$ cat src/rtl/freq_gate_ctrl.sv
// rtl/freq_gate_ctrl.sv - gate-time sequencer and rising-edge counter for frequency measurement
// Define FREQ_GATE_AUTO_EN for auto re-arm mode with sticky overrun tracking.
module freq_gate_ctrl #(
  parameter int CNT_W  = 40,
  parameter int GATE_W = 32
) (
  input  logic              clk,
  input  logic              rst_n,
  input  logic              start,
  input  logic [GATE_W-1:0] gate_len,
  input  logic              sig_in,
  output logic              gate,
  output logic              busy,
  output logic [CNT_W-1:0]  result,
  output logic              result_valid,
  input  logic              result_ready,
  output logic              overflow,
  output logic              overrun
);

  typedef enum logic [1:0] {S_IDLE, S_ARM, S_GATE, S_HOLD} state_t;

  state_t            state, state_nx;
  logic              s1, s2, s3;
  logic [GATE_W-1:0] len_q, timer;
  logic [CNT_W-1:0]  cnt, cnt_nx;
  logic              ovf_acc, ovf_nx;
  logic              edge_pulse, start_ok, handshake, win_done;

  always_ff @(posedge clk or negedge rst_n) begin
    if (!rst_n) begin
      s1 <= 1'b0;
      s2 <= 1'b0;
      s3 <= 1'b0;
    end else begin
      s1 <= sig_in;
      s2 <= s1;
      s3 <= s2;
    end
  end

  assign edge_pulse = s2 & ~s3;
  assign start_ok   = start & (gate_len != '0);
  assign handshake  = result_valid & result_ready;
  assign win_done   = (state == S_GATE) && (timer == GATE_W'(1));
  assign gate       = (state == S_GATE);
  assign busy       = (state != S_IDLE);

  // Saturating count including the pulse of the current gate cycle.
  always_comb begin
    cnt_nx = cnt;
    ovf_nx = ovf_acc;
    if (gate && edge_pulse) begin
      if (&cnt) ovf_nx = 1'b1;
      else      cnt_nx = cnt + CNT_W'(1);
    end
  end

  always_comb begin
    state_nx = state;
    case (state)
      S_IDLE: if (start_ok) state_nx = S_ARM;
      S_ARM:  state_nx = S_GATE;
      S_GATE: if (win_done) state_nx = S_HOLD;
      S_HOLD: begin
`ifdef FREQ_GATE_AUTO_EN
        state_nx = start_ok ? S_ARM : S_IDLE;
`else
        if (handshake) state_nx = S_IDLE;
`endif
      end
      default: state_nx = S_IDLE;
    endcase
  end

  always_ff @(posedge clk or negedge rst_n) begin
    if (!rst_n) begin
      state   <= S_IDLE;
      len_q   <= '0;
      timer   <= '0;
      cnt     <= '0;
      ovf_acc <= 1'b0;
    end else begin
      state <= state_nx;
      if (state_nx == S_ARM) len_q <= gate_len;
      case (state)
        S_ARM: begin
          cnt     <= '0;
          ovf_acc <= 1'b0;
          timer   <= len_q;
        end
        S_GATE: begin
          cnt     <= cnt_nx;
          ovf_acc <= ovf_nx;
          timer   <= timer - GATE_W'(1);
        end
        default: ;
      endcase
    end
  end

  // A write coinciding with a handshake hands over the old value and keeps valid set.
  always_ff @(posedge clk or negedge rst_n) begin
    if (!rst_n) begin
      result       <= '0;
      overflow     <= 1'b0;
      result_valid <= 1'b0;
    end else if (win_done) begin
      result       <= cnt_nx;
      overflow     <= ovf_nx;
      result_valid <= 1'b1;
    end else if (handshake) begin
      result_valid <= 1'b0;
    end
  end

`ifdef FREQ_GATE_AUTO_EN
  logic overrun_q;

  always_ff @(posedge clk or negedge rst_n) begin
    if (!rst_n)                         overrun_q <= 1'b0;
    else if (handshake)                 overrun_q <= 1'b0;
    else if (win_done && result_valid)  overrun_q <= 1'b1;
  end

  assign overrun = overrun_q;
`else
  assign overrun = 1'b0;
`endif

endmodule

$ cat config.mk
export PLATFORM = sky130hd
export DESIGN_NAME = freq_gate_ctrl
export DESIGN_NICKNAME = d
export VERILOG_FILES = /design/src/rtl/freq_gate_ctrl.sv
export SDC_FILE = /design/constraint.sdc
export NUM_CORES = 1
export LEC_CHECK = 0
export ABC_AREA = 0
export CAP_MARGIN = 20
export CORE_ASPECT_RATIO = 0.7
export CORE_MARGIN = 2
export CORE_UTILIZATION = 45
export CTS_CLUSTER_SIZE = 20
export DETAILED_ROUTE_END_ITERATION = 6
export MAX_ROUTING_LAYER = met4
export PLACE_DENSITY = 0.74
export SYNTH_ARGS = -nofsm -noshare
export SYNTH_HDL_FRONTEND = slang
export SYNTH_SLANG_ARGS = --single-unit
$ cat constraint.sdc
create_clock -name clk -period 5.3 [get_ports clk]
set_input_delay 0.53 -clock clk [delete_from_list [all_inputs] [get_ports clk]]
set_output_delay 0.53 -clock clk [all_outputs]
set_load 0.05 [all_outputs]
== Word level (Yosys, flattened, before mapping) ==
Index checks and enable logic that the tools add are counted.

* Bits in registers: 152
* Bits of input ports: 37
* Output and inout port bits: 45
* Word-level logic and storage cells: 43

* Add/subtract/negate cells: 2
* Equality and inequality tests: 5
* Mux-type cells: 13
* Bitwise logic cells: 4
* Reductions and logical operators: 8

{| class="wikitable"
|+ Operator list
! kind !! count
|-
| 2-to-1 mux 40 bit || 2
|-
| one-hot mux 40 bit (2 select lines) || 1
|-
| one-hot mux 32 bit (2 select lines) || 1
|-
| adder 40 x 1 -> 40 bit, second input constant || 1
|-
| AND reduction 40 bit || 1
|-
| == test 32 x 1 -> 1 bit, second input constant || 1
|-
| nonzero test 32 bit || 1
|-
| subtractor 32 x 1 -> 32 bit, second input constant || 1
|-
| one-hot mux 2 bit (4 select lines) || 1
|-
| 2-to-1 mux 2 bit || 3
|-
| nonzero test 2 bit || 3
|-
| == test 2 x 1 -> 1 bit, second input constant || 2
|-
| == test 2 bit, second input constant || 2
|-
| 2-to-1 mux 1 bit || 4
|-
| AND 1 bit || 3
|-
| logical AND 1 bit || 2
|-
| logical NOT 2 bit || 1
|-
| one-hot mux 1 bit (2 select lines) || 1
|-
| inverter 1 bit || 1
|}

== Longest topological paths before layout ==
Gate-level depths: netlist of run 1.

* Depth after elaboration: 5
* Gate-level depth with buffers: 9
* Depth with buffers taken out: 7

== Least setup slack after synthesis of run 1 ==
Ideal clock, no wire load.

* Kind: reg2reg
* From: register state[0]
* To: register cnt[34]
* Setup time: 0.154 ns
* Data arrival time: 2.743 ns
* Data required time: 5.146 ns
* Path slack: 2.403 ns
* Stages on the path, launching flop included: 9
* Buffers on the path: 1
* Clock period less this slack: 2.897 ns
* Cell sequence: dfrtp_1 -> inv_1 -> ha_1 -> nand3b_1 -> nor4_1 -> nand2_1 -> clkbuf_1 -> o311ai_0 -> o311ai_0

* Cells in the longest elaborated chain, start to end: 4
* Elaborated cells between the ends (all ways): 6
* Classes of those cells: eq/ne: 2; mux: 2; reduce/logical: 2

{| class="wikitable"
|+ Ends and longest elaborated chain
! item !! RTL line !! text
|-
| start: declaration || 23 || <nowiki>state_t state, state_nx;</nowiki>
|-
| start signal: assignment || 84 || <nowiki>state <= state_nx;</nowiki>
|-
| == test 2 bit (*) || 46 || <nowiki>assign gate = (state == S_GATE);</nowiki>
|-
| net gate || 12 || <nowiki>output logic gate,</nowiki>
|-
| logical AND 1 bit || 53 || <nowiki>if (gate && edge_pulse) begin</nowiki>
|-
| 2-to-1 mux 40 bit || 53 ||
|-
| one-hot mux 40 bit (2 select lines) || 86 || <nowiki>case (state)</nowiki>
|-
| end signal: assignment || 93 || <nowiki>cnt <= cnt_nx;</nowiki>
|-
| end: declaration || 26 || <nowiki>logic [CNT_W-1:0] cnt, cnt_nx;</nowiki>
|}

Mark *: on every way through the listed nets, which the timed path passes. The rest lies on a longest branch.
A chain may end at the register's enable or synchronous reset.

== Final worst setup path of run 1 ==
* From: register state[0]
* To: output gate

* Cells in the longest elaborated chain, start to end: 1

{| class="wikitable"
|+ Ends and longest elaborated chain
! item !! RTL line
|-
| == test 2 bit || 46
|-
| end: declaration || 12
|}

No other way between the ends.

==> metrics, run 1 <==
root buffer cell clkbuf_16; met2 Use GR 0.311; # fillers 1,575; unrepaired setup endpoints after global routing false; CP top delay family buffers and inverters; most common cell after layout, fill and taps aside dfrtp_1; sequential share of the synthesized area 0.450; crit-path cells inv_1 > ha_4 > buf_4 > clkdlybuf4s50_1; Worst IR Drop VDD 181 µV; Layout Area Growth over Synthesis 17.6%; Crit-path slowest cell clkdlybuf4s50_1; TNS Setup 0 ns; initial antenna violation count 0; Worst-Skew Late Latency 0.43 ns; Startpoint Class register; total routed wirelength 22,500 µm; post-synth top area cell dfrtp_1; Fin. Hold Viols 0; met3 usage 0.0556; gr busiest metal met1; IO Port Bufs 80; Clock power frac 0.492; status finished, final reports clean; Final Setup Violations 0; CP arrival 3.07 ns; Synth Flop Type dfrtp_1; Clock Skews 0.0103 ns; fin area 0.00993 mm²; switch share 0.224; Core ar. 0.0182 mm²; total CTS buffers 17; grt total ovfl 0; fin crit period 3.60 ns; Net Switching 0.000579 W; Reg area 0.00380 mm²; vias in the first global route 7,110; Max Cap Viol 0; HP Class in -> async; met1 usage 0.376; DR WL/cell 18.9 µm; first-pass GRT wire length 37,600 µm; Final Max Slew Viols 0; 1st-iter DRT viols 824; FMAX 278 MHz; site row count 41; initial core utilization 0.464; pwr dens 260 mW/mm²; Placement Cell Area 0.00930 mm²; Final Total Pwr 0.00258 W; Yosys warning total 0; cts-stage hold buffer count 0; Seq pwr share 0.467; most frequent cells in the layout dfrtp_1 (152), clkdlybuf4s50_1 (79), nand2_1 (77); H-tree depth 4; TritonCTS clock tree yes; Worst Max-Slew Pin Slew 1.02 ns; Reg-to-Reg Start state[0]$_DFF_PN0_; Total GRT Usage 0.243; Residual DRC 0; top-area cell type share of the netlist area 0.450; ANT nets after route 0; CP Launch Point state[0]$_DFF_PN0_; CP peak stage delay 0.92 ns; Async S/R FF share, synth 1.00; Post-CTS Setup Inserts 0; main area contributors after synthesis dfrtp_1 (45%), mux2_2 (4.5%), or4_1 (3.6%); syn_area_per_cell 9.33 µm²; layout cells sized above 1 0.0922; critical path buffer and inverter count 3; Mapped Cells 905; Clock Sinks 152; Die Ht 119 µm; die width 168 µm; post_cts resized 0; largest net degree at the start of global routing 105; DP HPWL 15,100 µm; final core occ 0.545; Final #Nets 986; Worst slew margin 0.312; # IOs 82; gp weighted congestion 0.914; Worst EP required 4.77 ns; via count 7,583; area of the multi-input gates 0.00425 mm²; drt first pass iters 5; Post-synth EDFFs 0; Cell Area, Synth 0.00844 mm²; Syn Nets 950; Clock transition at path regs 0.06 ns; final period utilization 0.679; deepest clock path buffer count 2; logic gate share of total power 0.041; Die ar. 0.0199 mm²; Via density 6.37; Yosys reg bits 152; leakage power 3.85 nW; Synth cell types 63; WS Path Type reg -> out; Int Power 0.00200 W; # diodes 0; crit-path max FO 63; critical path endpoint category output pin
per-layer routing:
layer  vias to the layer above  part of all wire
met5                         -                 0
met3                        25             0.083
met2                       294              0.39
li1                       3571                 -
met1                      3693              0.51
met4                         0             0.011
kinds of logic (layout without fill, tap and decap cells):
logic type / after synthesis / count (layout) / share of synthesized area
AND/OR/NAND/NOR: 365 / 365 / 0.234
AO/OA/AOI/OAI: 238 / 238 / 0.196
flip-flops: 152 / 152 / 0.450
buffers and inverters: 94 / 143 / 0.0483
multiplexers: 36 / 36 / 0.0477
XOR/XNOR: 11 / 11 / 0.0114
adder cells (fa/ha/maj): 8 / 8 / 0.0119
other: 1 / 1 / 0.000444
flip-flops by register name, indices dropped and copies added (netlist names), 2 cells and up:
register  cells
len_q        32
state         2
timer        32
cnt          40
result       40
power by group through the flow:
stage	registers [W]	clock network [W]	logic (W)
global placement	0.00122	0	0.000107
floorplan	0.00121	0	0.0000512
CTS	0.00120	0.00129	0.000108
global route	0.00121	0.00133	0.000121
detailed placement	0.00122	0	0.000108
finish	0.00120	0.00127	0.000106
cells in the mapped netlist (3+ instances only):
master	instances
or3_1	36
a21oi_1	41
ha_1	8
or4_1	41
dfrtp_1	152
o32ai_1	4
o41ai_1	4
a221o_1	3
nand4_1	26
inv_1	20
xnor2_1	6
nand3_1	53
o21ai_0	31
nor3_1	15
nor4_1	22
o311ai_0	29
nor2_1	68
or4_4	3
clkbuf_1	39
o31ai_1	15
a22oi_1	8
a22o_1	5
o311a_1	3
a21o_1	3
buf_4	9
o22ai_1	12
nand2_1	77
buf_1	9
o311ai_1	3
xor2_1	5
buf_2	17
and3_1	3
mux2_2	34
a2bb2oi_1	5
and2_1	3
nand3b_1	3
o211ai_1	28
a31oi_1	29
per-stage QoR:
step,std cells,setup WS (ns),hold slack [ns]
floorplan,905,2.40,0.234
CTS,1189,1.72,0.270
global placement,1157,2.00,0.362
global route,1190,1.42,0.321
finish,1190,1.70,0.233
detailed placement,1157,1.86,0.361
final timing paths:
| kind | slack [ns] | endpoint | cells past startpoint |
|---|---|---|---|
| min in group clk | 0.38 | s2$_DFF_PN0_ | 0 |
| worst max register to register | 1.86 | result[38]$_DFFE_PN0P_ | 8 |
| worst min-delay path | 0.23 | result[9]$_DFFE_PN0P_ | 1 |
| worst max-delay path | 1.70 | gate | 4 |
| max in group asynchronous | 3.86 | result[38]$_DFFE_PN0P_ | 2 |
| worst min register to register | 0.38 | s2$_DFF_PN0_ | 0 |
layout make-up:
type / count / area share
well taps: 236 / 0.0297
flip-flops and latches: 152 / 0.383
inverters: 20 / 0.00756
repair buffers: 91 / 0.0898
clock inverters: 10 / 0.0145
clock buffers: 22 / 0.0478
multi-input cells: 659 / 0.428
No activity file was read; power rests on OpenSTA's default activity.
==> run 2, diff against run 1 <==
--- a/config.mk
+++ b/config.mk
@@ -13,7 +13,7 @@
 export CTS_CLUSTER_SIZE = 20
 export DETAILED_ROUTE_END_ITERATION = 6
 export MAX_ROUTING_LAYER = met4
-export PLACE_DENSITY = 0.74
+export PLACE_DENSITY = 0.77
 export SYNTH_ARGS = -nofsm -noshare
 export SYNTH_HDL_FRONTEND = slang
 export SYNTH_SLANG_ARGS = --single-unit
==> constraint.sdc (replaced) <==
create_clock -name clk -period 3 [get_ports clk]
set_input_delay 0.3 -clock clk [delete_from_list [all_inputs] [get_ports clk]]
set_output_delay 0.3 -clock clk [all_outputs]
set_load 0.05 [all_outputs]
==> run 2 against run 1 <==
Global-route usage grew 0.54 points. Clock skew is 0.0022 ns higher. Count of clock-buffer cells in the layout decreased by 4. Power up 73%. Die area unchanged. Flip-flop and latch count did not move. Clock power increased by 67%. Largest cell class unchanged.
==> metrics, run 2 (synthesis gave the netlist of run 1 again) <==
Seq pwr share 0.472 (+0.005); switch share 0.246 (+0.0222); Clock Sinks 152 (unchanged); Final Max Slew Viols 0 (unchanged); initial core utilization 0.464 (unchanged); total CTS buffers 17 (unchanged); hold path start sig_in; Worst slew margin 0.463 (+0.151); H-tree depth 4 (unchanged); layout cells sized above 1 0.117 (+0.0243); TNS Setup 0 ns (unchanged); Die ar. 0.0199 mm² (unchanged); leakage power 3.97 nW (+3.0%); final core occ 0.555 (+0.00976); Worst-Skew Late Latency 0.43 ns (about the same); Via density 6.41 (+0.66%); via count 7,787 (+2.7%); DP HPWL 15,700 µm (+4.1%); Placement Cell Area 0.00952 mm² (+2.4%); total routed wirelength 23,300 µm (+3.4%); first-pass GRT wire length 38,300 µm (+2.0%); critical path endpoint category register; crit-path cells ha_1 > nand4_1 > or4_1 > nor3_4 > buf_12 > nor3_1 > a221o_1; Clock Skews 0.0125 ns (+0.00222 ns); WS Path Type reg -> reg; final period utilization 0.952; Total GRT Usage 0.249 (+0.00543); crit-path max FO 59 (-6.3%); pwr dens 442 mW/mm² (+70%); die width 168 µm (unchanged); Layout Area Growth over Synthesis 19.7%; TritonCTS clock tree yes; grt total ovfl 0 (unchanged); status finished, final reports clean; Final Total Pwr 0.00446 W (+73%); 1st-iter DRT viols 990 (+20%); gp weighted congestion 0.924 (+1.0%); root buffer cell clkbuf_16; Clock power frac 0.475 (-0.017); largest net degree at the start of global routing 80 (-24%); HP Class in -> reg; vias in the first global route 7,142 (+0.45%); IO Port Bufs 80 (unchanged); logic gate share of total power 0.053 (+0.012); Final Setup Violations 0 (unchanged); Clock transition at path regs 0.07 ns (about the same); largest registers cnt (40), result (40); most frequent cells in the layout dfrtp_1 (152), clkdlybuf4s50_1 (78), nand2_1 (76); Net Switching 0.00110 W (+90%); hold depth 1; Core ar. 0.0182 mm² (unchanged); Crit Reg-Reg Endpoint cnt[37]$_DFFE_PN0P_; initial antenna violation count 0 (unchanged); fin crit period 2.86 ns; fin area 0.0101 mm² (+1.8%); Startpoint Class register; Int Power 0.00336 W (+68%); Hold Path End s1$_DFF_PN0_; DR WL/cell 19.2 µm (+1.4%); CP top delay family simple AND/OR/NAND/NOR gates; # IOs 82 (unchanged); site row count 41 (unchanged); unrepaired setup endpoints after global routing true; Max Cap Viol 0 (unchanged); FMAX 350 MHz; Residual DRC 0 (unchanged); Reg-to-Reg Start cnt[0]$_DFFE_PN0P_; most common cell after layout, fill and taps aside dfrtp_1; CP peak stage delay 0.82 ns (-0.10 ns); Crit-path slowest cell or4_1; Fin. Hold Viols 0 (unchanged); # diodes 0 (unchanged); Worst IR Drop VDD 290 µV (+60%); Final #Nets 1,010 (+2.4%); CP arrival 3.17 ns (+0.10 ns); FF-to-FF setup slack 0.14 ns (-1.72 ns); worst r2r path cells 7 (-1); Worst EP required 3.31 ns (-1.46 ns); Die Ht 119 µm (unchanged); critical path buffer and inverter count 1 (-2); ANT nets after route 0 (unchanged); drt first pass iters 5 (unchanged); Worst Max-Slew Pin Slew 0.802 ns (-0.215 ns); deepest clock path buffer count 2 (unchanged)
==> run 2: cell types whose count changed in the layout (fill, tap and decap cells not counted), moves of 2 or more <==
cell / change
inv_6: +7
clkbuf_8: -2
bufinv_16: -2
buf_4: +20
buf_12: +4
clkbuf_1: -2
==> run 2: how the worst max path moves through the flow <==
stage                            start                     end  slack [ns]  depth (start not counted)
floorplan           state[0]$_DFF_PN0_     cnt[34]$_DFFE_PN0P_        0.10                          8
global placement    cnt[0]$_DFFE_PN0P_  result[13]$_DFFE_PN0P_        0.36                          6
detailed placement  cnt[0]$_DFFE_PN0P_     cnt[37]$_DFFE_PN0P_        0.21                          7
CTS                 state[0]$_DFF_PN0_                    gate        0.09                          4
global route        cnt[0]$_DFFE_PN0P_   result[9]$_DFFE_PN0P_      -0.008                          6
finish              cnt[0]$_DFFE_PN0P_     cnt[37]$_DFFE_PN0P_        0.14                          7
==> run 2: what timing repair did <==
item                                    CTS  global route
hold buffers                              1             0
gates resized for setup                   0             2
endpoints found under the setup margin    0             4
buffers inserted                          0             0
endpoints found under the hold margin    77             0
==> run 2: power groups by stage <==
stage / clock network, W / registers (W) / logic [W]
2_1_floorplan: 0 / 0.00214 / 0.0000905
3_5_place_dp: 0 / 0.00214 / 0.000237
4_1_cts: 0.00213 / 0.00211 / 0.000238
3_3_place_gp: 0 / 0.00214 / 0.000232
5_1_grt: 0.00224 / 0.00211 / 0.000266
6_report: 0.00212 / 0.00211 / 0.000237
==> run 2: routing by layer <==
metal	wire length (µm)	vias up	part of all wire	GRT usage
li1	-	3632	-	-
met1	11800	3751	0.51	0.397
met2	9180	378	0.39	0.311
met3	2080	26	0.089	0.0593
met4	216	0	0.0093	0.0522
met5	0	-	0	-
==> run 2: worst reg2reg max path, stage by stage (launching register included) <==
cell	delay, ns
dfrtp_1	0.45
ha_1	0.22
nand4_1	0.29
or4_1	0.82
nor3_4	0.27
buf_12	0.25
nor3_1	0.12
a221o_1	0.31
==> run 2: area by class of cell <==
type	count	area (µm²)
sequential	152	3800
multi-input combinational	659	4240
tap	236	295
inverter	20	75.1
fill	1580	8100
clock inverter	14	136
clock buffer	18	439
timing repair buffer	115	1120
==> run 2: through the flow <==
stage                     instances  setup WS [ns]  hold slack [ns]
after CTS                      1214         0.0876            0.322
final                          1214          0.143            0.331
after global routing           1214       -0.00814            0.330
after global placement         1181          0.358            0.334
after detailed placement       1181          0.215            0.338
after floorplan                 905          0.103          0.00441
==> run 3, diff against run 2 <==
--- a/config.mk
+++ b/config.mk
@@ -12,8 +12,9 @@
 export CORE_UTILIZATION = 45
 export CTS_CLUSTER_SIZE = 20
 export DETAILED_ROUTE_END_ITERATION = 6
+export GPL_TIMING_DRIVEN = 0
 export MAX_ROUTING_LAYER = met4
-export PLACE_DENSITY = 0.77
+export PLACE_DENSITY_LB_ADDON = 0.05
 export SYNTH_ARGS = -nofsm -noshare
 export SYNTH_HDL_FRONTEND = slang
 export SYNTH_SLANG_ARGS = --single-unit
==> run 3 against run 2 <==
Clock skew fell by 0.0072 ns. Flip-flop and latch count did not move. Sequential power barely moved. Global-route usage grew 5.2 points. Hold slack got worse by 0.029 ns. Critical path depth is the same. Cell count grew 4.0%. Core utilization up 1.3 points. Non-clock buffer count up 48. Maximum frequency is essentially flat. Largest cell class unchanged. Highest routed layer unchanged.
==> metrics, run 3 (synthesis gave the netlist of run 1 again) <==
gp weighted congestion 0.954 (+3.2%); Final Setup Violations 0 (unchanged); Worst IR Drop VDD 312 µV (+7.6%); Seq pwr share 0.454 (-0.018); Worst-Skew Late Latency 0.44 ns (about the same); deepest clock path buffer count 2 (unchanged); largest net degree at the start of global routing 92 (+15%); Core ar. 0.0182 mm² (unchanged); root buffer cell clkbuf_16; 1st-iter DRT viols 927 (-6.4%); Int Power 0.00350 W (+4.1%); layout cells sized above 1 0.126 (+0.00917); Die Ht 119 µm (unchanged); Clock transition at path regs 0.07 ns (about the same); DP HPWL 20,200 µm (+29%); critical path endpoint category register; # diodes 0 (unchanged); Die ar. 0.0199 mm² (unchanged); Crit-path slowest cell nor4_1; H-tree depth 4 (unchanged); ANT nets after route 0 (unchanged); Total GRT Usage 0.301 (+0.0524); largest registers cnt (40), result (40); site row count 41 (unchanged); Clock Sinks 152 (unchanged); via count 8,121 (+4.3%); # fillers 1,667 (+5.5%); Clock power frac 0.498 (+0.023); initial core utilization 0.464 (unchanged); total routed wirelength 28,500 µm (+22%); status finished, final reports clean; switch share 0.248 (+0.00131); vias in the first global route 7,417 (+3.9%); Worst Max-Slew Pin Slew 0.971 ns (+0.169 ns); Residual DRC 0 (unchanged); initial antenna violation count 0 (unchanged); Clock Skews 0.00529 ns (-0.00724 ns); Startpoint Class primary input; TNS Setup 0 ns (unchanged); grt total ovfl 0 (unchanged); TritonCTS clock tree yes; crit-path cells clkdlybuf4s50_1 > nor4_1 > nand4_1 > o211ai_1 > o31a_1 > buf_2 > mux2_2; FMAX 350 MHz (about the same); fin crit period 2.86 ns (-0.000767 ns); CP peak stage delay 0.57 ns (-0.25 ns); WS Path Type in -> reg; most frequent cells in the layout dfrtp_1 (151), clkdlybuf4s50_1 (79), nand2_1 (76); CP arrival 3.19 ns (+0.02 ns); Final #Nets 1,058 (+4.8%); leakage power 4.11 nW (+3.4%); final period utilization 0.952 (about the same); Placement Cell Area 0.00957 mm² (+0.59%); # IOs 82 (unchanged); die width 168 µm (unchanged); drt first pass iters 6 (+1); Fin. Hold Viols 0 (unchanged); pwr dens 450 mW/mm² (+1.9%); HP Class in -> reg; CP top delay family simple AND/OR/NAND/NOR gates; logic gate share of total power 0.048 (-0.005); Worst EP required 3.33 ns (+0.02 ns); fin area 0.0103 mm² (+2.3%); most common cell after layout, fill and taps aside dfrtp_1; Net Switching 0.00115 W (+4.8%); DR WL/cell 22.6 µm (+18%); total CTS buffers 17 (unchanged); crit-path max FO 10 (-83%); Final Max Slew Viols 0 (unchanged); first-pass GRT wire length 44,300 µm (+16%); Via density 6.44 (+0.32%); critical path buffer and inverter count 2 (+1); Worst slew margin 0.347 (-0.116); Layout Area Growth over Synthesis 22.5%; IO Port Bufs 80 (unchanged); Max Cap Viol 0 (unchanged)
run 3: changes by cell type in the layout (fill, tap and decap cells not counted), sizes merged, moves of 2 or more:
cell and delta:
bufinv +2, buf +6, clkinv -2, clkbuf +41
run 3: final timing paths:
path,from,end,slack (ns),cells past startpoint
worst min-delay path,sig_in,s1$_DFF_PN0_,0.30,1
worst max register to register,cnt[0]$_DFFE_PN0P_,cnt[37]$_DFFE_PN0P_,0.16,10
worst max-delay path,gate_len[2],len_q[24]$_DFFE_PN0N_,0.14,7
worst min register to register,s1$_DFF_PN0_,s2$_DFF_PN0_,0.35,0
max in group asynchronous,rst_n,timer[4]$_DFFE_PN0P_,1.77,3
min in group asynchronous,rst_n,result[9]$_DFFE_PN0P_,0.38,2
run 3: area by class of cell:
class	count	area (µm²)	area share
Multi-Input combinational cell	659	4310	0.417
Timing Repair Buffer	89	896	0.0866
Inverter	20	75.1	0.00726
Sequential cell	152	3800	0.368
Clock buffer	17	425	0.0411
Tap cell	236	295	0.0286
Clock inverter	15	191	0.0185
Buffer	74	345	0.0334
run 3: power groups by stage:
stage          Combinational [W]  Clock [W]  Sequential, W
4_1_cts                 0.000222    0.00233        0.00211
6_report                0.000223    0.00232        0.00211
3_5_place_dp            0.000219          0        0.00215
5_1_grt                 0.000248    0.00244        0.00212
3_3_place_gp            0.000212          0        0.00215
2_1_floorplan          0.0000905          0        0.00214
run 3: per-layer routing:
| metal | vias to the layer above | part of all wire | track usage |
|---|---|---|---|
| met5 | - | 0 | - |
| met3 | 23 | 0.11 | 0.0844 |
| li1 | 3708 | - | - |
| met2 | 432 | 0.37 | 0.359 |
| met1 | 3958 | 0.51 | 0.486 |
| met4 | 0 | 0.010 | 0.0647 |
run 3: repair_timing:
action,in CTS,in global routing
gates cloned,0,0
setup endpoints to repair,40,89
hold buffers,1,0
pin swaps,0,5
buffers inserted,0,7
gates resized for setup,7,17
hold endpoints to repair,61,0
run 3: stage by stage:
stage	hold slack (ns)	total power [W]	instances	util	worst slack [ns]
after floorplan	0.00441	0.00223	905	-	0.103
after global placement	0.341	0.00236	1221	0.524	-4.84
after detailed placement	0.281	0.00237	1222	0.526	-0.602
after CTS	0.299	0.00467	1255	0.562	-0.00109
after global routing	0.309	0.00480	1262	0.568	-0.0148
final	0.302	0.00465	1262	0.568	0.144
